File: config.mk
export PLATFORM = sky130hd
export DESIGN_NAME = moving_avg_5
export DESIGN_NICKNAME = d
export VERILOG_FILES = /design/src/rtl/moving_avg_pkg.sv /design/src/rtl/div_by_5.sv /design/src/rtl/moving_avg_5.sv
export SDC_FILE = /design/constraint.sdc
export NUM_CORES = 1
export LEC_CHECK = 0
export CAP_MARGIN = 0
export CORE_MARGIN = 8
export CORE_UTILIZATION = 35
export CTS_BUF_LIST = sky130_fd_sc_hd__clkbuf_4
export DETAILED_ROUTE_END_ITERATION = 12
export MAX_ROUTING_LAYER = met4
export SLEW_MARGIN = 20
export SYNTH_ARGS = -nofsm -noshare
export SYNTH_HDL_FRONTEND = slang
export SYNTH_SLANG_ARGS = --single-unit
File: constraint.sdc
create_clock -name clk -period 27.7 [get_ports clk]
set_input_delay 2.77 -clock clk [delete_from_list [all_inputs] [get_ports clk]]
set_output_delay 2.77 -clock clk [all_outputs]
set_load 0.05 [all_outputs]
File: src/rtl/moving_avg_pkg.sv
// Shared constants and width helper for the 5-tap moving-average filter.
package moving_avg_pkg;

  localparam int MA_TAPS       = 5;
  localparam int MA_GUARD_BITS = 3;

  // Five full-scale samples need three bits of headroom above the sample width.
  function automatic int sum_width(input int data_width);
    return data_width + MA_GUARD_BITS;
  endfunction

endpackage

File: src/rtl/div_by_5.sv
// Combinational signed divide-by-5 from running-sum width down to sample width.
// MA5_ROUND_NEAREST_EN selects round-to-nearest (ties away from zero); default truncates toward zero.
module div_by_5
  import moving_avg_pkg::*;
#(
  parameter int DATA_WIDTH = 16,
  parameter int SUM_W      = sum_width(DATA_WIDTH)
) (
  input  logic signed [SUM_W-1:0]      sum,
  output logic signed [DATA_WIDTH-1:0] quot
);

  localparam int RW = SUM_W + 1;
  localparam logic signed [SUM_W-1:0] DIVISOR   = SUM_W'(MA_TAPS);
  localparam logic signed [RW-1:0]    DIVISOR_R = RW'(MA_TAPS);
  localparam logic signed [RW-1:0]    HALF      = RW'(MA_TAPS / 2);

  // The quotient magnitude never exceeds the largest input sample, so the
  // narrowing cast discards only sign-extension bits.
  function automatic logic signed [DATA_WIDTH-1:0] div_trunc(input logic signed [SUM_W-1:0] s);
    logic signed [SUM_W-1:0] q;
    q = s / DIVISOR;
    return DATA_WIDTH'(q);
  endfunction

  // Biasing by floor(5/2) away from zero before truncation gives nearest
  // rounding; an exact .5 remainder cannot occur with divisor 5.
  function automatic logic signed [DATA_WIDTH-1:0] div_round(input logic signed [SUM_W-1:0] s);
    logic signed [RW-1:0] biased;
    logic signed [RW-1:0] q;
    biased = (s < 0) ? RW'(s) - HALF : RW'(s) + HALF;
    q      = biased / DIVISOR_R;
    return DATA_WIDTH'(q);
  endfunction

`ifdef MA5_ROUND_NEAREST_EN
  assign quot = div_round(sum);
`else
  assign quot = div_trunc(sum);
`endif

endmodule

File: src/rtl/moving_avg_5.sv
// Signed 5-tap boxcar filter: running sum plus 5-deep delay line, one sample per ce.
// Build option MA5_ROUND_NEAREST_EN (in div_by_5) switches the final divide to nearest rounding.
module moving_avg_5
  import moving_avg_pkg::*;
#(
  parameter int DATA_WIDTH = 16
) (
  input  logic                         clk,
  input  logic                         rst,
  input  logic                         ce,
  input  logic signed [DATA_WIDTH-1:0] din,
  output logic signed [DATA_WIDTH-1:0] dout
);

  localparam int SUM_W = sum_width(DATA_WIDTH);

  logic signed [DATA_WIDTH-1:0] taps [MA_TAPS];
  logic signed [SUM_W-1:0]      sum;
  logic signed [SUM_W-1:0]      new_sum;
  logic signed [DATA_WIDTH-1:0] avg;

  // The oldest tap leaves the window as the new sample enters it.
  assign new_sum = sum + SUM_W'(din) - SUM_W'(taps[MA_TAPS-1]);

  div_by_5 #(
    .DATA_WIDTH(DATA_WIDTH),
    .SUM_W     (SUM_W)
  ) u_div (
    .sum (new_sum),
    .quot(avg)
  );

  always_ff @(posedge clk or posedge rst) begin
    if (rst) begin
      for (int i = 0; i < MA_TAPS; i++) taps[i] <= '0;
      sum  <= '0;
      dout <= '0;
    end else if (ce) begin
      taps[0] <= din;
      for (int i = 1; i < MA_TAPS; i++) taps[i] <= taps[i-1];
      sum  <= new_sum;
      dout <= avg;
    end
  end

endmodule

# Word-level counts from Yosys, hierarchy flattened
# Index checks and enable logic that the tools add are counted.
[word_totals] regBits=115 latch_bits=0 mem_bits_rw=0 rom_bits=0 inputBits=19 output_inout_bits=16 word_cells=10 n_memories=0
[op_classes] n_addsub=2 mul=0 n_div=1 n_lt_le_gt_ge=0 eq_ne=0 n_shift=0 n_mux=0 n_bitwise=0 n_reduce_logical=0
[op_table] op="adder 19 x 16 -> 19 bit" n=1
[op_table] op="divider 19 x 4 -> 19 bit, second input constant" n=1
[op_table] op="subtractor 19 x 16 -> 19 bit" n=1

# Longest topological paths before layout
# Gate-level depths: netlist of run 1.
[depth] ltp_word=3 ltp_mapped=44 depth_no_buf=38

# Cells and area by module
# From an unflattened synthesis of run 1, not the netlist that was laid out.
[unflattened] cells_unflattened=1055 hier_area_um2=9859.5
[modules_own_cells] module="moving_avg_5" n_inst=1 cells_per_inst=481 area_per_inst_um2=5844.4 seq_area_each_um2=2877.8
[modules_own_cells] module="div_by_5" n_inst=1 cells_per_inst=574 area_per_inst_um2=4015.1 seq_area_each_um2=0.0

# Worst setup path after synthesis of run 1
# OpenSTA, ideal clock, no wires.
[synth_timing] path_kind="input -> register" from="input port din[1]" to="register dout[4]" setup_time_ns=0.125 arrival_time_ns=11.617 required_time_ns=27.575 slack_ns=15.959 stages=39 n_path_buf=4 path_cell_list="inv_1 fa_1 inv_1 fa_1 a211oi_2 o21ai_2 a211o_1 nand2_1 mux2i_1 clkbuf_1 a21oi_2 xor2_1 buf_4 xnor2_2 o311ai_1 and2_1 o31ai_1 a21oi_1 (+3 left out) a311oi_1 nor2_2 a32o_1 a221oi_2 and2_2 buf_6 mux2_1 o22ai_1 a22oi_1 ha_1 inv_1 o311a_1 and2_1 ha_1 and2_1 a21oi_1 xnor2_1 mux2_2"
[synth_between] elab_chain_cells=3
[synth_lines] item="from (decl)" line="moving_avg_5.sv:11" source="input logic signed [DATA_WIDTH-1:0] din,"
[synth_lines] item="adder 19 x 16 -> 19 bit" line="moving_avg_5.sv:23" source="assign new_sum = sum + SUM_W'(din) - SUM_W'(taps[MA_TAPS-1]);"
[synth_lines] item="subtractor 19 x 16 -> 19 bit" line="moving_avg_5.sv:23"
[synth_lines] item="divider 19 x 4 -> 19 bit" line="div_by_5.sv:22" source="q = s / DIVISOR;"
[synth_lines] item="to (signal assigned)" line="moving_avg_5.sv:42" source="dout <= avg;"
[synth_lines] item="to (decl)" line="moving_avg_5.sv:12" source="output logic signed [DATA_WIDTH-1:0] dout"
# Every way passes these cells.
# A chain may end at the register's enable or synchronous reset.

# Final worst setup path of run 1
[layout_timing] from="input port din[9]" to="register dout[14]"
# The elaborated chain is that of the path after synthesis.

==> impl_results.md, run 1 <==
* FF-to-FF Start: taps[9]$_DFFE_PP0P_
* Worst-path fanout max at 16
* GPL Wtd Cong at 0.942
* Share of post-route cells with drive strength above 1 at 17.3%
* Status: finished, final reports clean
* First-pass GRT wire length at 41.2 mm
* Number of global-route vias before repair at 8136
* Die W at 183 um
* Clk buf depth at 2
* WP data arrival at 13.95 ns
* Async SR Flop Fraction at 100%
* Synthesis-to-finish area growth at 10.0%
* Type of origin of the critical path: input pin
* Setup violators final at 0
* Post-route DRC at 0
* Hold_buf cts at 0
* H-tree depth at 4
* Die height at 183 um
* Distinct cell type count of the synthesized netlist at 104
* Hold Startpoint: taps[31]$_DFFE_PP0P_
* Commonest non-fill, non-tap cell in the layout: dfrtp_1
* Seq/Total Area, Yosys at 29.4%
* Detailed placer's ending HPWL at 18.2 mm
* Yosys Warn Count at 0
* Setup Total Neg Slack at 0 ns
* Initial Util at 35.4%
* Final ANT Viol Nets at 0
* Clock latency on the worst-skew pair at 0.55 ns
* DR WL/cell at 16.4 um
* Clock sink count at 115
* Reg-to-reg slack, setup at 16.59 ns
* Worst hold path class: reg2reg
* Most frequent cells in the layout: 115 x dfrtp_1, 86 x mux2_2, 84 x nand2_1, 79 x inv_1, 72 x nor2_1
* Largest net degree at the start of global routing at 73
* Synth Register Bits at 115
* Worst path bufs/invs at 3
* Final hold vios at 0
* Final period utilization at 48.8%
* Post-Syn Area at 9790 sq um
* Initial antenna violation count at 1
* Port buffer count at 34
* Die area at 33600 sq um
* FP Rows at 61
* Number of detailed-route iterations in the first pass at 6
* Slew Limit Headroom at 29.7%
* Critical Path RT at 28.15 ns
* Critical Path Source: din[9]
* CTS tree: done
* Cts bufs inserted at 17
* Post-cts resize count at 0
* Critical path's most frequent cell: a31oi_1
* Worst-Margin Slew at 1.05 ns
* CP max stage delay at 0.62 ns
* Number of max-cap violations at 0
* Avg Inst Size Synth at 8.96 sq um
* Vias per cell at 5.66
* Core Area at 27600 sq um
* Clk_skew at 0.0266 ns
* Max Fclk at 74.0 MHz
* Kind of end point of the critical path: flop
* Number of synthesized flops with an enable pin at 0
* DRT iter0 DRCs at 975
* Slowest-stage cell, CP: xor2_2
* Pins Over Slew Limit at 0
* Worst-path clk slew at 0.14 ns
* Clock Tree Root: clkbuf_4
* I/O pin count at 35
* Filler cell count at 2835
* Cell count after synthesis at 1092
* DR vias at 8463
* Congestion Overflow GR at 0
* Synth Net Count at 1154
* Largest delay share family, worst path: compound AO/OA/AOI/OAI gates
* Primary FF master, synth: dfrtp_1
* Number of post-CTS setup repair buffers at 0
* Total track usage at 15.2%
* Setup CP Type: in2reg
* Nets at 1165
* Post-layout minimum cycle time at 13.51 ns
* Final wirelength at 24.6 mm
* RSZ-0062 raised after global routing: false
==> Yosys cell counts, drive strengths merged (11+ instances only) <==
cell type,number,area [sq um]
mux2,87,980
inv,80,300
nand4,18,119
o21ai,74,397
nor4,11,96.3
xnor2,37,369
ha,25,313
xor2,23,216
clkbuf,30,113
nor2,75,289
o211ai,15,118
dfrtp,115,2880
a21oi,58,298
a31oi,20,131
nand2,85,322
nand3,47,240
o22ai,11,68.8
nor3,24,120
a211o,11,96.3
fa,18,360
buf,27,149
a211oi,22,190
==> per-stage QoR <==
stage / std cells / setup WS, ns / util (%) / cell area (sq um) / hold WS [ns]
6_report: 1495 / 14.19 / 39.0 / 10800 / 0.504
5_1_grt: 1495 / 13.45 / 39.0 / 10800 / 0.520
4_1_cts: 1494 / 14.40 / 38.9 / 10800 / 0.503
3_5_place_dp: 1462 / 13.79 / 37.9 / 10500 / 0.479
3_3_place_gp: 1462 / 13.82 / 37.9 / 10500 / 0.468
2_1_floorplan: 1092 / 15.96 / - / 9790 / 0.449
==> worst reg2reg max path: cells and delay by family (launching register included) <==
family,cells,cell delay (ns)
buffers and inverters,1,0.04
adders and majority gates,3,1.17
xor gates and xnor gates,2,0.78
and+or+nand+nor,12,3.33
AOI/OAI and AO/OA,16,5.01
DFF,1,0.41
muxes,1,0.29
==> final timing paths <==
| path | cells past startpoint | to |
|---|---|---|
| worst max-delay path | 37 | dout[14]$_DFFE_PP0P_ |
| min in group asynchronous | 2 | taps[52]$_DFFE_PP0P_ |
| worst min-delay path | 2 | taps[15]$_DFFE_PP0P_ |
| worst max register to register | 35 | dout[14]$_DFFE_PP0P_ |
| worst min register to register | 2 | taps[15]$_DFFE_PP0P_ |
| max in group asynchronous | 3 | taps[42]$_DFFE_PP0P_ |
==> kinds of logic (layout without fill, tap and decap cells) <==
group	after synthesis	after routing	synth area share, %
AO/OA/AOI/OAI	325	325	24.7
flip-flops	115	115	29.4
buffers and inverters	137	161	5.74
XOR/XNOR	60	60	5.98
adder cells (fa/ha/maj)	43	43	6.88
AND/OR/NAND/NOR	317	317	16.5
other	0	1	0
multiplexers	95	95	10.8
==> sequential cells by signal, indices dropped and copies added (netlist names) <==
register  flops
sum          19
dout         16
taps         80
==> metal layers <==
metal | vias to the layer above | GRT usage (%) | wire [um]
li1 | 4066 | - | -
met4 | 0 | 5.43 | 512
met2 | 253 | 23.5 | 11300
met1 | 4097 | 20.0 | 11700
met3 | 47 | 2.18 | 1080
met5 | - | - | 0
==> area by class of cell <==
class                           instances  area, sq um  share of cell area [%]
Tap cell                              378          473                    4.39
Inverter                               80          303                    2.81
Clock buffer                           17          128                    1.19
Clock inverter                         15          161                    1.50
Sequential cell                       115         2880                    26.7
Antenna cell                            1         2.50                  0.0232
Multi-Input combinational cell        840         6370                    59.2
Timing Repair Buffer                   49          450                    4.18
Power of run 1 is left out: the tool's default activity adds up to more than one toggle a clock period on the data nets, which glitch-free logic cannot reach.
==> run 2, diff against run 1 <==
==> constraint.sdc (replaced) <==
create_clock -name clk -period 11.3 [get_ports clk]
set_input_delay 1.13 -clock clk [delete_from_list [all_inputs] [get_ports clk]]
set_output_delay 1.13 -clock clk [all_outputs]
set_load 0.05 [all_outputs]
==> impl_results.md, run 2 (synthesis gave the netlist of run 1 again) <==
* Status: finished, final reports clean (unchanged)
* Initial antenna violation count at 0 (was 1)
* Post-layout util at 44.0% (was 39.0%)
* Final period utilization at 94.5%
* Vias per cell at 5.47 (was 5.66)
* FP Rows at 61 (unchanged)
* Filler cell count at 2763 (was 2835)
* Post-layout minimum cycle time at 10.67 ns
* Total track usage at 16.2% (was 15.2%)
* Max FFs per register at 80 (unchanged)
* CTS tree: done (unchanged)
* Type of origin of the critical path: input pin (unchanged)
* WP data arrival at 11.09 ns (was 13.95 ns)
* Nets at 1341 (was 1165)
* Clk_skew at 0.0289 ns (was 0.0266 ns)
* Worst-path fanout max at 9 (was 16)
* Number of detailed-route iterations in the first pass at 6 (unchanged)
* Die area at 33600 sq um (unchanged)
* Cts bufs inserted at 17 (unchanged)
* GPL Wtd Cong at 0.912 (was 0.942)
* First-pass GRT wire length at 44.4 mm (was 41.2 mm)
* Commonest non-fill, non-tap cell in the layout: buf_4 (was dfrtp_1)
* Die W at 183 um (unchanged)
* Placed cell count at 1638 (was 1462)
* I/O pin count at 35 (unchanged)
* Setup CP Type: in2reg (unchanged)
* H-tree depth at 4 (unchanged)
* RR Endpoint: dout[14]$_DFFE_PP0P_ (unchanged)
* DR WL/cell at 15.7 um (was 16.4 um)
* Clk buf depth at 2 (unchanged)
* Slowest-stage cell, CP: fa_1 (was xor2_2)
* DR vias at 9138 (was 8463)
* Clock sink count at 115 (unchanged)
* CP max stage delay at 0.54 ns (was 0.62 ns)
* Synthesis-to-finish area growth at 24.3% (was 10.0%)
* Pins Over Slew Limit at 0 (unchanged)
* Met3 usage at 2.02% (was 2.18%)
* Initial Util at 35.4% (unchanged)
* Slew Limit Headroom at 30.6% (was 29.7%)
* Port buffer count at 34 (unchanged)
* Setup crit end: dout[14]$_DFFE_PP0P_ (unchanged)
* Worst hold path class: reg2reg (unchanged)
* Critical path's most frequent cell: buf_4 (was a31oi_1)
* Hold_buf cts at 0 (unchanged)
* Cell Count, Final, Fillers Out at 1671 (was 1495)
* Number of global-route vias before repair at 8881 (was 8136)
* Final ANT Viol Nets at 0 (unchanged)
* Core Area at 27600 sq um (unchanged)
* Largest net degree at the start of global routing at 82 (was 73)
* Share of post-route cells with drive strength above 1 at 29.3% (was 17.3%)
* Met2 usage at 25.1% (was 23.5%)
* Largest regs: taps: 80 flops, sum: 19 flops, dout: 16 flops (unchanged)
* Setup violators final at 0 (unchanged)
* DRT iter0 DRCs at 768 (was 975)
* Die height at 183 um (unchanged)
* Detailed placer's ending HPWL at 20.5 mm (was 18.2 mm)
* Clock Tree Root: clkbuf_4 (unchanged)
* Reg-to-reg slack, setup at 1.41 ns (was 16.59 ns)
* Fin area at 12200 sq um (was 10800 sq um)
* Fin Hold WS at 0.486 ns (was 0.504 ns)
* Congestion Overflow GR at 0 (unchanged)
* Cell Area, Placed at 11800 sq um (was 10500 sq um)
* Post-route DRC at 0 (unchanged)
* Number of max-cap violations at 0 (unchanged)
* Top reg by flops: taps (unchanged)
* Final hold vios at 0 (unchanged)
* Busiest grt layer: met2 (unchanged)
* Critical Path Source: din[1] (was din[9])
* Clock latency on the worst-skew pair at 0.52 ns (was 0.55 ns)
* Worst-Margin Slew at 1.03 ns (was 1.05 ns)
* Max Fclk at 93.7 MHz
* Worst-path clk slew at 0.12 ns (was 0.14 ns)
* FF-to-FF Start: taps[1]$_DFFE_PP0P_ (was taps[9]$_DFFE_PP0P_)
* Reg2Reg Depth at 41 (was 35)
* Most frequent cells in the layout: 190 x buf_4, 115 x dfrtp_1, 86 x mux2_2, 84 x nand2_1, 79 x inv_1 (was 115 x dfrtp_1, 86 x mux2_2, 84 x nand2_1, 79 x inv_1, 72 x nor2_1)
* Critical Path RT at 11.71 ns (was 28.15 ns)
* M1 GR Usage at 22.0% (was 20.0%)
* Kind of end point of the critical path: flop (unchanged)
* Worst Hold Depth at 2 (unchanged)
* Final wirelength at 26.3 mm (was 24.6 mm)
==> run 2: cell types whose count changed in the layout (fill, tap and decap cells not counted), moves of 3 or more <==
cell / delta
xnor2_1: -3
clkinv_2: +4
inv_8: -4
clkinv_8: -3
buf_4: +174
xnor2_2: +3
==> run 2: what timing repair did <==
| action | CTS | global route |
|---|---|---|
| buffers inserted | 0 | 0 |
| gates resized for setup | 0 | 20 |
| setup endpoints to repair | 0 | 7 |
==> run 2: how the worst min path moves through the flow <==
stage / from / end / slack, ns
CTS: taps[31]$_DFFE_PP0P_ / taps[15]$_DFFE_PP0P_ / 0.50
global route: taps[44]$_DFFE_PP0P_ / taps[28]$_DFFE_PP0P_ / 0.52
detailed placement: taps[31]$_DFFE_PP0P_ / taps[15]$_DFFE_PP0P_ / 0.47
finish: taps[31]$_DFFE_PP0P_ / taps[15]$_DFFE_PP0P_ / 0.49
floorplan: taps[31]$_DFFE_PP0P_ / taps[15]$_DFFE_PP0P_ / 0.45
global placement: taps[31]$_DFFE_PP0P_ / taps[15]$_DFFE_PP0P_ / 0.46
==> run 2: area by class of cell <==
cell class | instances | area [sq um] | area share [%]
diodes | 1 | 2.50 | 0.0206
clock buffers | 17 | 128 | 1.05
clock inverters | 15 | 133 | 1.09
inverters | 80 | 303 | 2.49
multi-input cells | 840 | 6450 | 53.0
flip-flops and latches | 115 | 2880 | 23.7
well taps | 378 | 473 | 3.89
repair buffers | 225 | 1800 | 14.8
==> run 2: critical path: cells and delay by family <==
| kind | cells | cell delay [ns] |
|---|---|---|
| compound gates | 18 | 3.99 |
| simple gates | 10 | 2.53 |
| buf+inv | 9 | 1.70 |
| fa+ha+maj | 3 | 1.19 |
| xor+xnor | 2 | 0.27 |
| mux | 1 | 0.27 |
==> run 2: metal layers <==
metal	vias up	routed length (um)
li1	4413	-
met1	4454	12600
met2	237	12100
met3	34	1140
met4	0	408
met5	-	0
==> run 2: metrics by stage <==
stage               TNS, ns  setup slack, ns
CTS                       0            0.587
floorplan                 0             1.20
detailed placement        0           0.0611
finish                    0            0.627
global placement          0           0.0831
global route        -0.0149          -0.0149
Power of run 2 is left out for the same reason.
==> run 3, diff against run 2 <==
--- a/config.mk
+++ b/config.mk
@@ -11,6 +11,7 @@
 export CTS_BUF_LIST = sky130_fd_sc_hd__clkbuf_4
 export DETAILED_ROUTE_END_ITERATION = 12
 export MAX_ROUTING_LAYER = met4
+export SETUP_SLACK_MARGIN = 0.5
 export SLEW_MARGIN = 20
 export SYNTH_ARGS = -nofsm -noshare
 export SYNTH_HDL_FRONTEND = slang
==> impl_results.md, run 3 (synthesis gave the netlist of run 1 again) <==
* Total track usage at 16.2% (unchanged)
* Detailed placer's ending HPWL at 20.5 mm (unchanged)
* Die W at 183 um (unchanged)
* Initial antenna violation count at 0 (unchanged)
* RSZ-0062 raised after global routing: false
* DR WL/cell at 16.0 um (was 15.7 um)
* Number of max-cap violations at 0 (unchanged)
* H-tree depth at 4 (unchanged)
* Final ANT Viol Nets at 0 (unchanged)
* Worst-Margin Slew at 1.02 ns (was 1.03 ns)
* Synthesis-to-finish area growth at 28.8% (was 24.3%)
* First-pass GRT wire length at 44.4 mm (unchanged)
* Setup violators final at 0 (unchanged)
* Type of origin of the critical path: input pin (unchanged)
* Clk_skew at 0.0288 ns (was 0.0289 ns)
* Critical path's most frequent cell: buf_4 (unchanged)
* Clock latency on the worst-skew pair at 0.53 ns (was 0.52 ns)
* Max Fclk at 96.2 MHz (was 93.7 MHz)
* Status: finished, final reports clean (unchanged)
* Pins Over Slew Limit at 0 (unchanged)
* Post-layout minimum cycle time at 10.39 ns (was 10.67 ns)
* I/O pin count at 35 (unchanged)
* Commonest non-fill, non-tap cell in the layout: buf_4 (unchanged)
* Clk buf depth at 2 (unchanged)
* Most frequent cells in the layout: 196 x buf_4, 115 x dfrtp_1, 86 x mux2_2, 81 x nand2_1, 79 x inv_1 (was 190 x buf_4, 115 x dfrtp_1, 86 x mux2_2, 84 x nand2_1, 79 x inv_1)
* DRT iter0 DRCs at 786 (was 768)
* WP data arrival at 10.82 ns (was 11.09 ns)
* Slowest-stage cell, CP: or4_4 (was fa_1)
* Worst-path fanout max at 9 (unchanged)
* Final wirelength at 26.9 mm (was 26.3 mm)
* Clock sink count at 115 (unchanged)
* Initial Util at 35.4% (unchanged)
* Top reg by flops: taps (unchanged)
* Setup Total Neg Slack at 0 ns (unchanged)
* Final hold vios at 0 (unchanged)
* CP max stage delay at 0.56 ns (was 0.54 ns)
* Kind of end point of the critical path: flop (unchanged)
* Die height at 183 um (unchanged)
* CTS tree: done (unchanged)
* Cts bufs inserted at 17 (unchanged)
* DR vias at 9235 (was 9138)
* Congestion Overflow GR at 0 (unchanged)
* Vias per cell at 5.50 (was 5.47)
* Share of post-route cells with drive strength above 1 at 33.3% (was 29.3%)
* Worst-path clk slew at 0.12 ns (about the same)
* Hold_buf cts at 0 (unchanged)
* Die area at 33600 sq um (unchanged)
* Worst hold path class: reg2reg (unchanged)
* Slew Limit Headroom at 31.5% (was 30.6%)
* Critical Path RT at 11.72 ns (was 11.71 ns)
* Port buffer count at 34 (unchanged)
* Largest net degree at the start of global routing at 82 (unchanged)
* Post-route DRC at 0 (unchanged)
* Clock Tree Root: clkbuf_4 (unchanged)
* GPL Wtd Cong at 0.912 (unchanged)
* Max FFs per register at 80 (unchanged)
* Nets at 1350 (was 1341)
* Number of global-route vias before repair at 8881 (unchanged)
* Number of detailed-route iterations in the first pass at 5 (was 6)
* Largest regs: taps: 80 flops, sum: 19 flops, dout: 16 flops (unchanged)
* Final period utilization at 92.0% (was 94.5%)
* Core Area at 27600 sq um (unchanged)
* Setup CP Type: in2reg (unchanged)
* FP Rows at 61 (unchanged)
-- run 3: cell types whose count changed in the layout (fill, tap and decap cells not counted), sizes merged --
cell,delta
buf,+9
-- run 3: path summary, 6_finish.rpt --
check / from / endpoint / slack [ns] / depth (start not counted)
setup / recovery: din[1] / dout[14]$_DFFE_PP0P_ / 0.91 / 47
hold / removal: taps[31]$_DFFE_PP0P_ / taps[15]$_DFFE_PP0P_ / 0.49 / 2
setup reg to reg: taps[1]$_DFFE_PP0P_ / dout[14]$_DFFE_PP0P_ / 1.68 / 45
hold reg to reg: taps[31]$_DFFE_PP0P_ / taps[15]$_DFFE_PP0P_ / 0.49 / 2
max in group asynchronous: rst / taps[78]$_DFFE_PP0P_ / 8.99 / 3
min in group asynchronous: rst / taps[32]$_DFFE_PP0P_ / 1.02 / 2
-- run 3: cell type report --
type	count	area, sq um
Antenna cell	1	2.50
Clock buffer	17	128
Clock inverter	15	133
Fill cell	2712	15000
Inverter	80	303
Multi-Input combinational cell	840	6810
Sequential cell	115	2880
Tap cell	378	473
Timing Repair Buffer	234	1880
-- run 3: routing by layer --
layer | routed length [um] | vias up | share of wire [%] | GRT usage [%]
li1 | - | 4433 | - | -
met1 | 12800 | 4508 | 47 | 22.0
met2 | 12500 | 255 | 46 | 25.1
met3 | 1170 | 39 | 4.4 | 2.02
met4 | 486 | 0 | 1.8 | 4.55
met5 | 0 | - | 0 | -
-- run 3: through the flow --
step           hold slack, ns  std cells  setup slack, ns  instance area (sq um)  utilization (%)
3_3_place_gp            0.465       1638           0.0831                  11800             42.7
5_1_grt                 0.516       1679            0.436                  12600             45.6
6_report                0.486       1680            0.905                  12600             45.6
2_1_floorplan           0.449       1092             1.20                   9790                -
3_5_place_dp            0.475       1638           0.0611                  11800             42.7
4_1_cts                 0.496       1670            0.587                  12100             43.7
-- run 3: timing repair --
action                                  4_1_cts  5_1_grt
gates resized for setup                       0       84
setup buffers                                 0        9
endpoints found under the setup margin        0        8
-- run 3: critical path, delay by kind of cell --
family	cells	cell delay, ns
buffers and inverters	13	2.23
xor gates and xnor gates	2	0.27
AOI/OAI and AO/OA	19	4.16
adders and majority gates	3	1.06
muxes	1	0.27
and+or+nand+nor	9	1.65
Power of run 3 is left out for the same reason.
